==> src/rtl/sync_word_packer.sv <==
// Packs LANES consecutive FIFO entries into one wide word with per-lane keep flags.
// Optional PACKER_TIMEOUT_EN flushes a partial word after TMO_CYCLES idle cycles.
module sync_word_packer #(
  parameter int DW         = 8,
  parameter int LANES      = 4,
  parameter int TMO_CYCLES = 16
) (
  input  logic                  clk,
  input  logic                  rst,
  input  logic [DW-1:0]         rdata,
  input  logic                  rrdy,
  output logic                  rget,
  input  logic                  flush,
  output logic [DW*LANES-1:0]   out_data,
  output logic [LANES-1:0]      out_keep,
  output logic                  out_valid,
  input  logic                  out_ready
);

  localparam int CW = $clog2(LANES) + 1;

  if ((LANES < 2) || (TMO_CYCLES < 1)) begin : g_bad_cfg
    $error("sync_word_packer: LANES must be >= 2 and TMO_CYCLES >= 1");
  end

  typedef enum logic {FILL, HOLD} state_t;

  state_t                     state_q;
  logic [CW-1:0]              cnt_q, cnt_d;
  logic [LANES-1:0][DW-1:0]   data_q;
  logic [LANES-1:0]           keep_q;
  logic                       valid_q;
  logic                       cap, last, flush_req, go_hold;

  // Gating with rst keeps the FIFO from losing an entry on the reset edge.
  assign rget  = rrdy & (state_q == FILL) & ~rst;
  assign cap   = rget;
  assign cnt_d = cnt_q + {{(CW-1){1'b0}}, cap};
  assign last  = cap && (cnt_q == CW'(LANES-1));

`ifdef PACKER_TIMEOUT_EN
  localparam int TW = $clog2(TMO_CYCLES + 1);
  logic [TW-1:0] idle_q;
  assign flush_req = flush | (idle_q == TW'(TMO_CYCLES));
`else
  assign flush_req = flush;
`endif

  // Flush counts an entry captured on the same edge, so a word is never empty.
  assign go_hold = (state_q == FILL) && (last || (flush_req && (cnt_d != '0)));

  always_ff @(posedge clk) begin
    if (rst) begin
      state_q <= FILL;
      cnt_q   <= '0;
      data_q  <= '0;
      keep_q  <= '0;
      valid_q <= 1'b0;
    end else begin
      case (state_q)
        FILL: begin
          if (cap) begin
            for (int i = 0; i < LANES; i++) begin
              if (cnt_q == CW'(i)) begin
                data_q[i] <= rdata;
                keep_q[i] <= 1'b1;
              end
            end
            cnt_q <= cnt_d;
          end
          if (go_hold) begin
            state_q <= HOLD;
            valid_q <= 1'b1;
          end
        end
        HOLD: begin
          if (out_ready) begin
            state_q <= FILL;
            cnt_q   <= '0;
            data_q  <= '0;
            keep_q  <= '0;
            valid_q <= 1'b0;
          end
        end
        default: state_q <= FILL;
      endcase
    end
  end

`ifdef PACKER_TIMEOUT_EN
  always_ff @(posedge clk) begin
    if (rst || cap || go_hold || (state_q != FILL)) idle_q <= '0;
    else if (cnt_q != '0)                           idle_q <= idle_q + TW'(1);
  end
`endif

  assign out_data  = data_q;
  assign out_keep  = keep_q;
  assign out_valid = valid_q;

endmodule

==> config.mk <==
export PLATFORM = sky130hd
export DESIGN_NAME = sync_word_packer
export DESIGN_NICKNAME = d
export VERILOG_FILES = /design/src/rtl/sync_word_packer.sv
export SDC_FILE = /design/constraint.sdc
export NUM_CORES = 1
export LEC_CHECK = 0
export CORE_MARGIN = 4
export CORE_UTILIZATION = 40
export CTS_CLUSTER_DIAMETER = 150
export DETAILED_ROUTE_END_ITERATION = 16
export DONT_BUFFER_PORTS = 1
export PLACE_DENSITY = 0.56
export SETUP_SLACK_MARGIN = 0.02
export SLEW_MARGIN = 20
export SYNTH_ARGS = -nofsm -noshare
export SYNTH_HDL_FRONTEND = slang
export SYNTH_SLANG_ARGS = --single-unit
==> constraint.sdc <==
create_clock -name clk -period 3.72 [get_ports clk]
set_input_delay 0.744 -clock clk [delete_from_list [all_inputs] [get_ports clk]]
set_output_delay 0.744 -clock clk [all_outputs]
set_load 0.05 [all_outputs]
After elaboration in Yosys (flattened, before gate mapping)

Index checks and enable logic that the tools add are counted.

Flip-flop bits (word level): 41
Bits in latches: 0
Memory bits (writable): 0
Memory bits (read-only): 0
Bits of input ports: 13
Output and inout port bits: 38
Logic and storage cells: 61
Memories: 0

Add/subtract/negate cells: 1
Multiply operators: 0
Divide/modulo/power cells: 0
$lt $le $gt $ge: 0
Equality and inequality tests: 10
Shift-type cells: 0
Mux-type cells: 23
Bitwise operators: 4
Reductions and logical operators: 12

Operators by type and width:

| operator                                               | count |
|---|---|
| two-way mux 32 bit                                     | 2 |
| case mux 32 bit (2 select lines)                       | 1 |
| two-way mux 8 bit                                      | 4 |
| AND reduction 3 bit                                    | 4 |
| two-way mux 1 bit                                      | 8 |
| two-way mux 4 bit                                      | 2 |
| inequality test 2 x 1 -> 1 bit (second input constant) | 4 |
| case mux 4 bit (2 select lines)                        | 1 |
| equality test 3 x 2 -> 1 bit (second input constant)   | 2 |
| two-way mux 3 bit                                      | 2 |
| inequality test 2 bit (second input constant)          | 3 |
| case mux 3 bit (2 select lines)                        | 1 |
| case mux 1 bit (2 select lines)                        | 2 |
| AND reduction 2 bit                                    | 2 |
| adder 3 x 1 -> 3 bit                                   | 1 |
| equality test 3 x 1 -> 1 bit (second input constant)   | 1 |
| logical AND 1 bit                                      | 3 |
| logical NOT 3 bit                                      | 1 |
| nonzero test 3 bit                                     | 1 |
| AND 1 bit                                              | 2 |
| NOT 1 bit                                              | 2 |
| logical OR 1 bit                                       | 1 |

Depth between registers and ports, before layout

Gate-level depths: netlist of the first run.

Depth in word-level cells: 10
Gate-level depth with buffers: 8
Mapped depth without buffers: 7

Worst setup path before layout of the first run

OpenSTA, ideal clock, no wires.

Path kind: in2reg
Start point: input port rst
End point: register state_q
Library setup time: 127 ps
Data arrival time: 2700 ps
Required time: 3593 ps
Slack: 893 ps
Cell stages on the path: 7
Buffers on the path: 1
Cell sequence: or3b_1 > buf_2 > inv_1 > ha_1 > ha_1 > o311a_1 > or3_1

Longest elaborated chain between the ends: 9
Elaborated cells between the ends (all ways): 10
Classes of those cells: 1 x add/sub; 2 x mux; 2 x bitwise; 5 x reduce/logical

Ends and longest elaborated chain:

| item                                | RTL line | source |
|---|---|---|
| start: declaration                  | 9        | `input logic rst,` |
| NOT 1 bit (*)                       | 36       | `assign rget = rrdy & (state_q == FILL) & ~rst;` |
| AND 1 bit (*)                       | 36       |  |
| via rget                            | 12       | `output logic rget,` |
| adder 3 x 1 -> 3 bit                | 38       | `assign cnt_d = cnt_q + {{(CW-1){1'b0}}, cap};` |
| nonzero test 3 bit                  | 50       | `assign go_hold = (state_q == FILL) && (last \|\| (flush_req && (cnt_d != '0)));` |
| logical AND 1 bit                   | 50       |  |
| logical OR 1 bit (*)                | 50       |  |
| logical AND 1 bit (*)               | 50       |  |
| two-way mux 1 bit (*)               | 71       | `if (go_hold) begin` |
| case mux 1 bit (2 select lines) (*) | 60       | `case (state_q)` |
| end signal: assignment              | 54       | `state_q <= FILL;` |
| end signal: assignment              | 72       | `state_q <= HOLD;` |
| end signal: assignment              | 78       | `state_q <= FILL;` |
| end: declaration                    | 28       | `state_t state_q;` |

Mark *: on every way through the listed nets, which the timed path passes. The rest lies on a longest branch.
A chain may end at the register's enable or synchronous reset.

Worst setup path in the final report of the first run

Start point: register state_q
End point: register state_q

Longest elaborated chain between the ends: 10
Elaborated cells between the ends (all ways): 11
Classes of those cells: 1 x add/sub; 2 x mux; 3 x bitwise; 5 x reduce/logical

Ends and longest elaborated chain:

| item                                | RTL line |
|---|---|
| NOT 1 bit (*)                       | -- |
| AND 1 bit (*) (2 in a row)          | 36 |
| via rget                            | 12 |
| adder 3 x 1 -> 3 bit                | 38 |
| nonzero test 3 bit                  | 50 |
| logical AND 1 bit                   | 50 |
| logical OR 1 bit (*)                | 50 |
| logical AND 1 bit (*)               | 50 |
| two-way mux 1 bit (*)               | 71 |
| case mux 1 bit (2 select lines) (*) | 60 |

Marks and branches as above.

==> results of run 1 <==
## synthesized netlist by cell type, types with 2 or more instances
| library cell | instances |
|---|---|
| or3b_1 | 2 |
| dfxtp_1 | 41 |
| nand2b_1 | 15 |
| a21oi_1 | 20 |
| a22oi_1 | 2 |
| o211ai_1 | 16 |
| or4_1 | 16 |
| or3_1 | 4 |
| clkbuf_1 | 10 |
| inv_1 | 10 |
| buf_2 | 4 |
| nor2_1 | 4 |
| mux2i_1 | 17 |
| a21o_1 | 2 |
| nand2_1 | 9 |
| ha_1 | 2 |
| o21a_1 | 2 |
## worst register-to-register path: cells and delay by family (launching register included)
kind | cells | cell delay (ps)
adders and majority gates | 2 | 520
AOI/OAI and AO/OA | 1 | 320
and+or+nand+nor | 2 | 590
xor gates and xnor gates | 1 | 150
buffers and inverters | 1 | 230
DFF | 1 | 960
## logic make-up (layout without fill, tap and decap cells)
kind of cell,after synthesis,count (layout)
and+or+nand+nor,53,53
AOI/OAI and AO/OA,47,47
DFF,41,41
buffers and inverters,27,18
muxes,17,17
adders and majority gates,2,2
xor gates and xnor gates,1,1
## per-stage QoR
step	std cells	power (mW)	hold WS [ps]	instance area (µm²)	setup WS, ps
6_report	231	0.866	517	1870	834
5_1_grt	231	0.901	501	1870	686
4_1_cts	231	0.877	499	1870	868
3_5_place_dp	224	0.583	604	1780	872
3_3_place_gp	224	0.580	595	1780	955
2_1_floorplan	188	0.573	528	1790	893
## per-layer routing
layer / share of wire [%] / routed length [µm] / vias up / global-route usage, %
met5: 0 / 0 / - / 0
met4: 1.1 / 50 / 0 / 6.52
met3: 10 / 454 / 4 / 8.14
met2: 49 / 2130 / 48 / 25.8
met1: 40 / 1750 / 638 / 18.5
li1: - / - / 659 / -
## power by group
group,internal [mW],switching [mW],leakage (nW)
Clock,0.147,0.146,0.0443
Combinational,0.0245,0.0381,0.364
Sequential,0.452,0.0578,0.332
Total,0.624,0.241,0.740
## final timing paths
kind,startpoint,endpoint,cells after the start
worst max-delay path,state_q$_SDFF_PP0_,state_q$_SDFF_PP0_,7
worst min-delay path,rst,out_data[7]$_SDFFE_PP0P_,1
worst max register to register,state_q$_SDFF_PP0_,state_q$_SDFF_PP0_,7
worst min register to register,cnt_q[0]$_SDFFE_PP0P_,cnt_q[0]$_SDFFE_PP0P_,2
## layout make-up
type	count	area [µm²]	share of cell area, %
Timing Repair Buffer	1	7.51	0.402
Sequential cell	41	821	44.0
Clock buffer	7	86.3	4.63
Inverter	10	37.5	2.01
Multi-Input combinational cell	120	848	45.5
Tap cell	52	65.1	3.49
## state kept, by name, indices dropped and copies added, names as in the netlist
name,cells
cnt_q,3
out_data,32
out_keep,4
out_valid,1
state_q,1
==> reports/metrics.cfg, run 1 <==
[outcome]
status = finished clean

[yosys]
synthMuxAreaShare_pct = 9.52
yosysTopAreaCell = dfxtp_1
netlist_area_mm2 = 0.00179
synth_top_family_by_area = simple AND/OR/NAND/NOR gates
synth_nets = 203
synth-edff-count = 0
ys_ff_latch = 41
synthDistinctLibCells = 29
synth_xor_area_share_pct = 0.490
synthTopCellsByArea = dfxtp_1, mux2i_1, o211ai_1
netlist.area_leader.share_pct = 45.9
syn_inst = 188
synth-simple-area-share_pct = 18.4
synth_compound_area_share_pct = 17.6
synth_ff_type = dfxtp_1
synth_warnings = 0
syn-mean-instance-area_um2 = 9.50
synth-seq-area-share_pct = 45.9
synthAdderAreaFrac_pct = 1.40
synthArstFlopShare_pct = 0

[detailed_routing]
routedWlPerCell_um = 19.0
viasPerCell = 5.84
drt_iter0_drc = 63
drc_errors = 0
first_pass_iters = 4
num_vias = 1349
routed_wl_um = 4380
ant_nets = 0

[global_route]
grt_max_degree = 36
antenna_found_initial = 0
grt-ovfl-total = 0
grtUsageTotal_pct = 16.2
grt_first_pass_wirelength_um = 6700
grt_pass1_vias = 1316

[setup_path]
crit_top_cell = ha_1
critical_path.startpoint_type = register
cp_cell_sequence = or3b_1 -> inv_1 -> ha_1 -> ha_1 -> xor2_1 -> o311a_1 -> or3_1
worstPathRequired_ps = 3900
end_kind = register
slowest_stage = dfxtp_1
cp.arrival_ps = 3070
regToRegSetupSlack_ps = 830
path_delay_family = flip-flops
max_stage_delay_ps = 960
cp_max_fo = 33
critical_path_buf_inv_count = 1
path_class = reg -> reg

[floorplanning]
die_area_mm2 = 0.00560
core_area_mm2 = 0.00432
fp.dieH_um = 74.8
die_x_um = 74.8
top_level_ports = 51
rows = 24
initial_core_util_pct = 41.3

[clock_tree]
cts_root_buffer = clkbuf_8
post_cts_resize_count = 0
htree_levels = 2
insertion_delay_ps = 290
cts_tree = built
cts_sinks = 41
cts_inserted_buffers = 5
cts_hold_buf = 0
clk_path_buf_depth = 2
cts_setup_buffers = 0
clk_pin_slew_ps = 80

[finish]
fillers = 448
n_antenna_cell = 0
area_growth_pct = 4.41
final_common_cell = dfxtp_1
utilization_pct = 43.1
drive_gt1_share_pct = 4.47
final_cell_mix = dfxtp_1, a21oi_1, mux2i_1
nets = 194

[power]
power.density_mw_per_mm2 = 464
ir_drop_v = 0.000190
cellLeakagePower_nw = 0.740

[sta]
slew_viol_final = 0
fmax_mhz = 346
rsz0062_at_grt = no
fin_crit_ps = 2890
slew_headroom_pct = 31.1
tightestPinTransition_ps = 1030
setup_viol = 0
finalSetupTns_ps = 0
min_period_over_period_pct = 77.6
skew_ps = 4.71
hold_viol = 0

[worst_hold_path]
hold_class = in -> reg

[run]
cap_viol_max_count = 0

[placed_design]
gp_congestion = 0.716
hpwl_um = 3090
numPortBuffers = 0

No activity file was read; power rests on OpenSTA's default activity.
==> run 2: changes to the inputs <==
==> constraint.sdc (replaced) <==
create_clock -name clk -period 2.8 [get_ports clk]
set_input_delay 0.56 -clock clk [delete_from_list [all_inputs] [get_ports clk]]
set_output_delay 0.56 -clock clk [all_outputs]
set_load 0.05 [all_outputs]
==> run 2 against run 1 <==
First-iteration DRC count increased by 6.3%. Sequential power rose by 31%. Hold slack got worse by 190 ps. Highest routed layer unchanged. Critical path depth stayed put. Critical endpoint unchanged. Via count is 0.44% higher. Utilization is 1.4 points higher. Critical path type unchanged.
==> reports/metrics.cfg, run 2 (synthesis gave the netlist of run 1 again) <==
[floorplanning]
die_x_um = 74.8  ; unchanged
die_area_mm2 = 0.00560  ; unchanged
fp.dieH_um = 74.8  ; unchanged
initial_core_util_pct = 41.3  ; unchanged
top_level_ports = 51  ; unchanged
core_area_mm2 = 0.00432  ; unchanged
rows = 24  ; unchanged

[finish]
utilization_pct = 44.6  ; was 43.1%
nets = 196  ; was 194
final_common_cell = dfxtp_1  ; unchanged
drive_gt1_share_pct = 6.59  ; was 4.47%
post-route-cell-area_mm2 = 0.00193  ; was 0.00187 mm²
final_cell_mix = dfxtp_1, a21oi_1, mux2i_1  ; unchanged
n_antenna_cell = 0  ; unchanged
area_growth_pct = 7.91  ; was 4.41%
largest_register_ff_count = 32  ; unchanged
fin_cells = 234  ; was 231

[detailed_routing]
drt_iter0_drc = 67  ; was 63
num_vias = 1355  ; was 1,349
routedWlPerCell_um = 18.6  ; was 19.0 µm
drc_errors = 0  ; unchanged
routed_wl_um = 4360  ; was 4380 µm
ant_nets = 0  ; unchanged
first_pass_iters = 4  ; unchanged
viasPerCell = 5.79  ; was 5.84

[setup_path]
critical_path.startpoint_type = register  ; unchanged
reg2reg_depth = 7  ; unchanged
path_class = reg -> reg  ; unchanged
cp_max_fo = 3  ; was 33
worstPathRequired_ps = 2980  ; was 3900 ps
timing.rr.end = state_q$_SDFF_PP0_  ; unchanged
cp-startpoint = state_q$_SDFF_PP0_  ; unchanged
crit_end = state_q$_SDFF_PP0_  ; unchanged
end_kind = register  ; unchanged
regToRegSetupSlack_ps = 790  ; was 830 ps
cp.arrival_ps = 2190  ; was 3070 ps
rr_startpoint = state_q$_SDFF_PP0_  ; unchanged

[clock_tree]
clk_pin_slew_ps = 80  ; about the same
cts_hold_buf = 0  ; unchanged
cts_inserted_buffers = 5  ; unchanged
cts_tree = built  ; unchanged
clk_path_buf_depth = 2  ; unchanged
cts_sinks = 41  ; unchanged
post_cts_resize_count = 0  ; unchanged
cts_setup_buffers = 0  ; unchanged
insertion_delay_ps = 290  ; about the same
cts_root_buffer = clkbuf_8  ; unchanged
htree_levels = 2  ; unchanged

[sta]
skew_ps = 5.94  ; was 4.71 ps
rsz0062_at_grt = no  ; unchanged
tightestPinTransition_ps = 965  ; was 1030 ps
finalSetupTns_ps = 0  ; unchanged
fin_crit_ps = 2010  ; was 2890 ps
min_period_over_period_pct = 71.9  ; was 77.6%
slew_headroom_pct = 35.6  ; was 31.1%
fin_ws_ps = 788  ; was 834 ps
fmax_mhz = 497  ; was 346 MHz
setup_viol = 0  ; unchanged
hold_viol = 0  ; unchanged
hold-worst-slack_ps = 330  ; was 517 ps
slew_viol_final = 0  ; unchanged

[placed_design]
numPortBuffers = 0  ; unchanged
pre_cts_ws_ps = 526  ; was 872 ps
gp_congestion = 0.717  ; was 0.716
dpl.cell_count = 226  ; was 224
dpl_cell_area_mm2 = 0.00179  ; was 0.00178 mm²
hpwl_um = 3090  ; about the same

[global_route]
grt-ovfl-total = 0  ; unchanged
grt_max_degree = 36  ; unchanged
met2_usage_pct = 26.6  ; was 25.8%
antenna_found_initial = 0  ; unchanged
grt_first_pass_wirelength_um = 6960  ; was 6700 µm
grt_use_met3_pct = 8.14  ; unchanged
grt_pass1_vias = 1391  ; was 1,316
grt-busiest-layer = met2  ; unchanged
use_met1_pct = 19.0  ; was 18.5%
grtUsageTotal_pct = 16.6  ; was 16.2%

[worst_hold_path]
hold_class = in -> reg  ; unchanged
hold_depth = 1  ; unchanged

[power]
power.density_mw_per_mm2 = 685  ; was 464 mW/mm²
ir_drop_v = 0.000301  ; was 0.000190 V
cellLeakagePower_nw = 0.775  ; was 0.740 nW
p_total_mw = 1.32  ; was 0.866 mW

[outcome]
status = finished clean  ; unchanged

[run]
cap_viol_max_count = 0  ; unchanged

run 2: report_power, final:
group | internal, mW | switching, mW
clock | 0.354 | 0.204
combinational | 0.0347 | 0.0576
sequential | 0.601 | 0.0689
run 2: final cells by class:
type                            count  area (µm²)
Timing Repair Buffer                3        22.5
Clock buffer                        5        68.8
Multi-Input combinational cell    120         848
Sequential cell                    41         821
Inverter                           10        37.5
Tap cell                           52        65.1
Clock inverter                      3        65.1
Fill cell                         440        2400
run 2: routing by layer:
| metal | routed length (µm) | vias to the layer above |
|---|---|---|
| li1 | - | 664 |
| met1 | 1710 | 644 |
| met2 | 2170 | 41 |
| met3 | 435 | 6 |
| met4 | 46 | 0 |
| met5 | 0 | - |
run 2: how the worst min path moves through the flow:
| stage | start | end | slack (ps) |
|---|---|---|---|
| floorplan | cnt_q[0]$_SDFFE_PP0P_ | cnt_q[0]$_SDFFE_PP0P_ | 530 |
| global placement | cnt_q[0]$_SDFFE_PP0P_ | cnt_q[0]$_SDFFE_PP0P_ | 590 |
| detailed placement | cnt_q[0]$_SDFFE_PP0P_ | cnt_q[0]$_SDFFE_PP0P_ | 570 |
| global route | rst | out_data[16]$_SDFFE_PP0P_ | 310 |
| CTS | rst | out_data[16]$_SDFFE_PP0P_ | 320 |
| finish | rst | cnt_q[0]$_SDFFE_PP0P_ | 330 |
run 2: critical path, cell delays in order (launching register included):
cell and delay (ps):
dfxtp_1 330, or3b_1 370, inv_1 90, ha_1 170, ha_1 210, xor2_1 80
o311a_1 310, or3_1 340
==> run 3: changes to the inputs <==
==> constraint.sdc (replaced) <==
create_clock -name clk -period 2 [get_ports clk]
set_input_delay 0.4 -clock clk [delete_from_list [all_inputs] [get_ports clk]]
set_output_delay 0.4 -clock clk [all_outputs]
set_load 0.05 [all_outputs]
==> run 3 against run 2 <==
Die area unchanged. Largest power group unchanged. Non-clock buffer count up 4. Critical endpoint unchanged. Power up 26%.
==> reports/metrics.cfg, run 3 (synthesis gave the netlist of run 1 again) <==
[power]
internal_power_mw = 1.21  ; was 0.990 mW
netSwitchingPower_mw = 0.460  ; was 0.331 mW
cellLeakagePower_nw = 0.771  ; was 0.775 nW
power.density_mw_per_mm2 = 847  ; was 685 mW/mm²
pwr-share-comb_pct = 8.4  ; was 7.0%
ir_drop_v = 0.000430  ; was 0.000301 V
power_frac_seq_pct = 56.3  ; was 50.7%
p_clk_share_pct = 35.3  ; was 42.3%
p_sw_share_pct = 27.6  ; was 25.0%

[setup_path]
worstPathRequired_ps = 2180  ; was 2980 ps
path_class = reg -> reg  ; unchanged
reg2reg_depth = 7  ; unchanged
regToRegSetupSlack_ps = 120  ; was 790 ps
end_kind = register  ; unchanged
cp-startpoint = state_q$_SDFF_PP0_  ; unchanged
crit_end = state_q$_SDFF_PP0_  ; unchanged
cp_max_fo = 2  ; was 3
rr_startpoint = state_q$_SDFF_PP0_  ; unchanged
cp.arrival_ps = 2060  ; was 2190 ps
slowest_stage = or3b_4  ; was or3b_1
timing.rr.end = state_q$_SDFF_PP0_  ; unchanged
critical_path.startpoint_type = register  ; unchanged
cp_cell_sequence = or3b_4 -> clkinvlp_4 -> ha_4 -> ha_4 -> xor2_1 -> o311a_1 -> or3_1  ; was or3b_1 -> inv_1 -> ha_1 -> ha_1 -> xor2_1 -> o311a_1 -> or3_1
crit_top_cell = ha_4  ; was ha_1
max_stage_delay_ps = 390  ; was 370 ps

[detailed_routing]
ant_nets = 0  ; unchanged
viasPerCell = 5.80  ; was 5.79
num_vias = 1380  ; was 1,355
routedWlPerCell_um = 18.7  ; was 18.6 µm
first_pass_iters = 4  ; unchanged
drt_iter0_drc = 94  ; was 67
routed_wl_um = 4450  ; was 4360 µm
drc_errors = 0  ; unchanged

[global_route]
grt_pass1_vias = 1348  ; was 1,391
grt_first_pass_wirelength_um = 6900  ; was 6960 µm
grt-ovfl-total = 0  ; unchanged
antenna_found_initial = 0  ; unchanged
grtUsageTotal_pct = 16.6  ; about the same
grt_max_degree = 36  ; unchanged

[sta]
setup_viol = 0  ; unchanged
min_period_over_period_pct = 94.2  ; was 71.9%
skew_ps = 6.75  ; was 5.94 ps
fin_crit_ps = 1880  ; was 2010 ps
rsz0062_at_grt = no  ; unchanged
slew_viol_final = 0  ; unchanged
fmax_mhz = 531  ; was 497 MHz
hold_viol = 0  ; unchanged
slew_headroom_pct = 61.3  ; was 35.6%
finalSetupTns_ps = 0  ; unchanged
tightestPinTransition_ps = 578  ; was 965 ps
fin_ws_ps = 116  ; was 788 ps

[finish]
nets = 200  ; was 196
final_cell_mix = dfxtp_1, a21oi_1, mux2i_1  ; unchanged
area_growth_pct = 10.2  ; was 7.91%
n_antenna_cell = 0  ; unchanged
drive_gt1_share_pct = 10.8  ; was 6.59%
utilization_pct = 45.5  ; was 44.6%
final_common_cell = dfxtp_1  ; unchanged
largest_register_ff_count = 32  ; unchanged

[floorplanning]
die_area_mm2 = 0.00560  ; unchanged
core_area_mm2 = 0.00432  ; unchanged
initial_core_util_pct = 41.3  ; unchanged
top_level_ports = 51  ; unchanged
fp.dieH_um = 74.8  ; unchanged
die_x_um = 74.8  ; unchanged
rows = 24  ; unchanged

[placed_design]
hpwl_um = 3160  ; was 3090 µm
gp_congestion = 0.726  ; was 0.717
numPortBuffers = 0  ; unchanged
pre_cts_ws_ps = -31.1  ; was 526 ps

[outcome]
status = finished clean  ; unchanged

[clock_tree]
insertion_delay_ps = 290  ; about the same
cts_inserted_buffers = 5  ; unchanged
clk_pin_slew_ps = 80  ; about the same
cts_sinks = 41  ; unchanged
htree_levels = 2  ; unchanged
clk_path_buf_depth = 2  ; unchanged
cts_root_buffer = clkbuf_8  ; unchanged
cts_tree = built  ; unchanged

[run]
cap_viol_max_count = 0  ; unchanged

[worst_hold_path]
hold_start = rst  ; unchanged
hold_class = in -> reg  ; unchanged

==> run 3: changes by cell type in the layout (fill, tap and decap cells not counted), sizes merged <==
cell      change
bufinv        -2
clkbuf        +2
buf           +4
inv           -1
clkinvlp      +1
==> run 3: area by class of cell <==
cell class,instances,area [µm²]
Timing Repair Buffer,7,65.1
Sequential cell,41,821
Clock inverter,1,5.00
Clock buffer,7,96.3
Multi-Input combinational cell,120,876
Tap cell,52,65.1
Inverter,10,41.3
Fill cell,436,2350
==> run 3: power by group through the flow <==
stage	Combinational, mW	Sequential, mW	Clock [mW]
after floorplan	0.119	0.953	0
after global placement	0.134	0.958	0
after detailed placement	0.139	0.959	0
after CTS	0.139	0.939	0.611
after global routing	0.155	0.942	0.648
final	0.140	0.939	0.588
==> run 3: timing repair <==
| item | in CTS | in global routing |
|---|---|---|
| hold endpoints to repair | 0 | 0 |
| resized for setup | 0 | 1 |
| hold buffers | 0 | 0 |
| setup endpoints to repair | 0 | 1 |
| setup buffers | 0 | 0 |
==> run 3: per-layer routing <==
metal  part of all wire (%)  up-vias  wire length, µm  track usage, %
met5                      0        -                0               0
met4                    1.7        0               76            7.11
met3                     10        8              458            5.87
met2                     46       55             2070            25.7
met1                     41      647             1850            20.9
li1                       -      670                -               -
==> run 3: how the worst min path moves through the flow <==
| stage | slack (ps) | depth (start not counted) | endpoint |
|---|---|---|---|
| global route | 150 | 1 | out_data[6]$_SDFFE_PP0P_ |
| finish | 170 | 1 | out_data[21]$_SDFFE_PP0P_ |
| CTS | 160 | 1 | out_data[0]$_SDFFE_PP0P_ |
| global placement | 470 | 1 | out_data[4]$_SDFFE_PP0P_ |
| floorplan | 530 | 1 | cnt_q[2]$_SDFFE_PP0P_ |
| detailed placement | 480 | 1 | out_data[0]$_SDFFE_PP0P_ |
==> run 3: stage by stage <==
stage	total power, mW	instances	cell area (µm²)	hold WS (ps)
floorplan	1.07	188	1820	535
global placement	1.09	230	1870	475
detailed placement	1.10	230	1870	476
CTS	1.69	238	1970	159
global route	1.75	238	1970	155
finish	1.67	238	1970	168
==> run 3: critical path: cells and delay by family, from the launching register on <==
| family | cells | cell delay, ps |
|---|---|---|
| buffers and inverters | 1 | 100 |
| flip-flops | 1 | 320 |
| AND/OR/NAND/NOR | 2 | 690 |
| XOR/XNOR | 1 | 70 |
| adder cells (fa/ha/maj) | 2 | 250 |
| AO/OA/AOI/OAI | 1 | 350 |
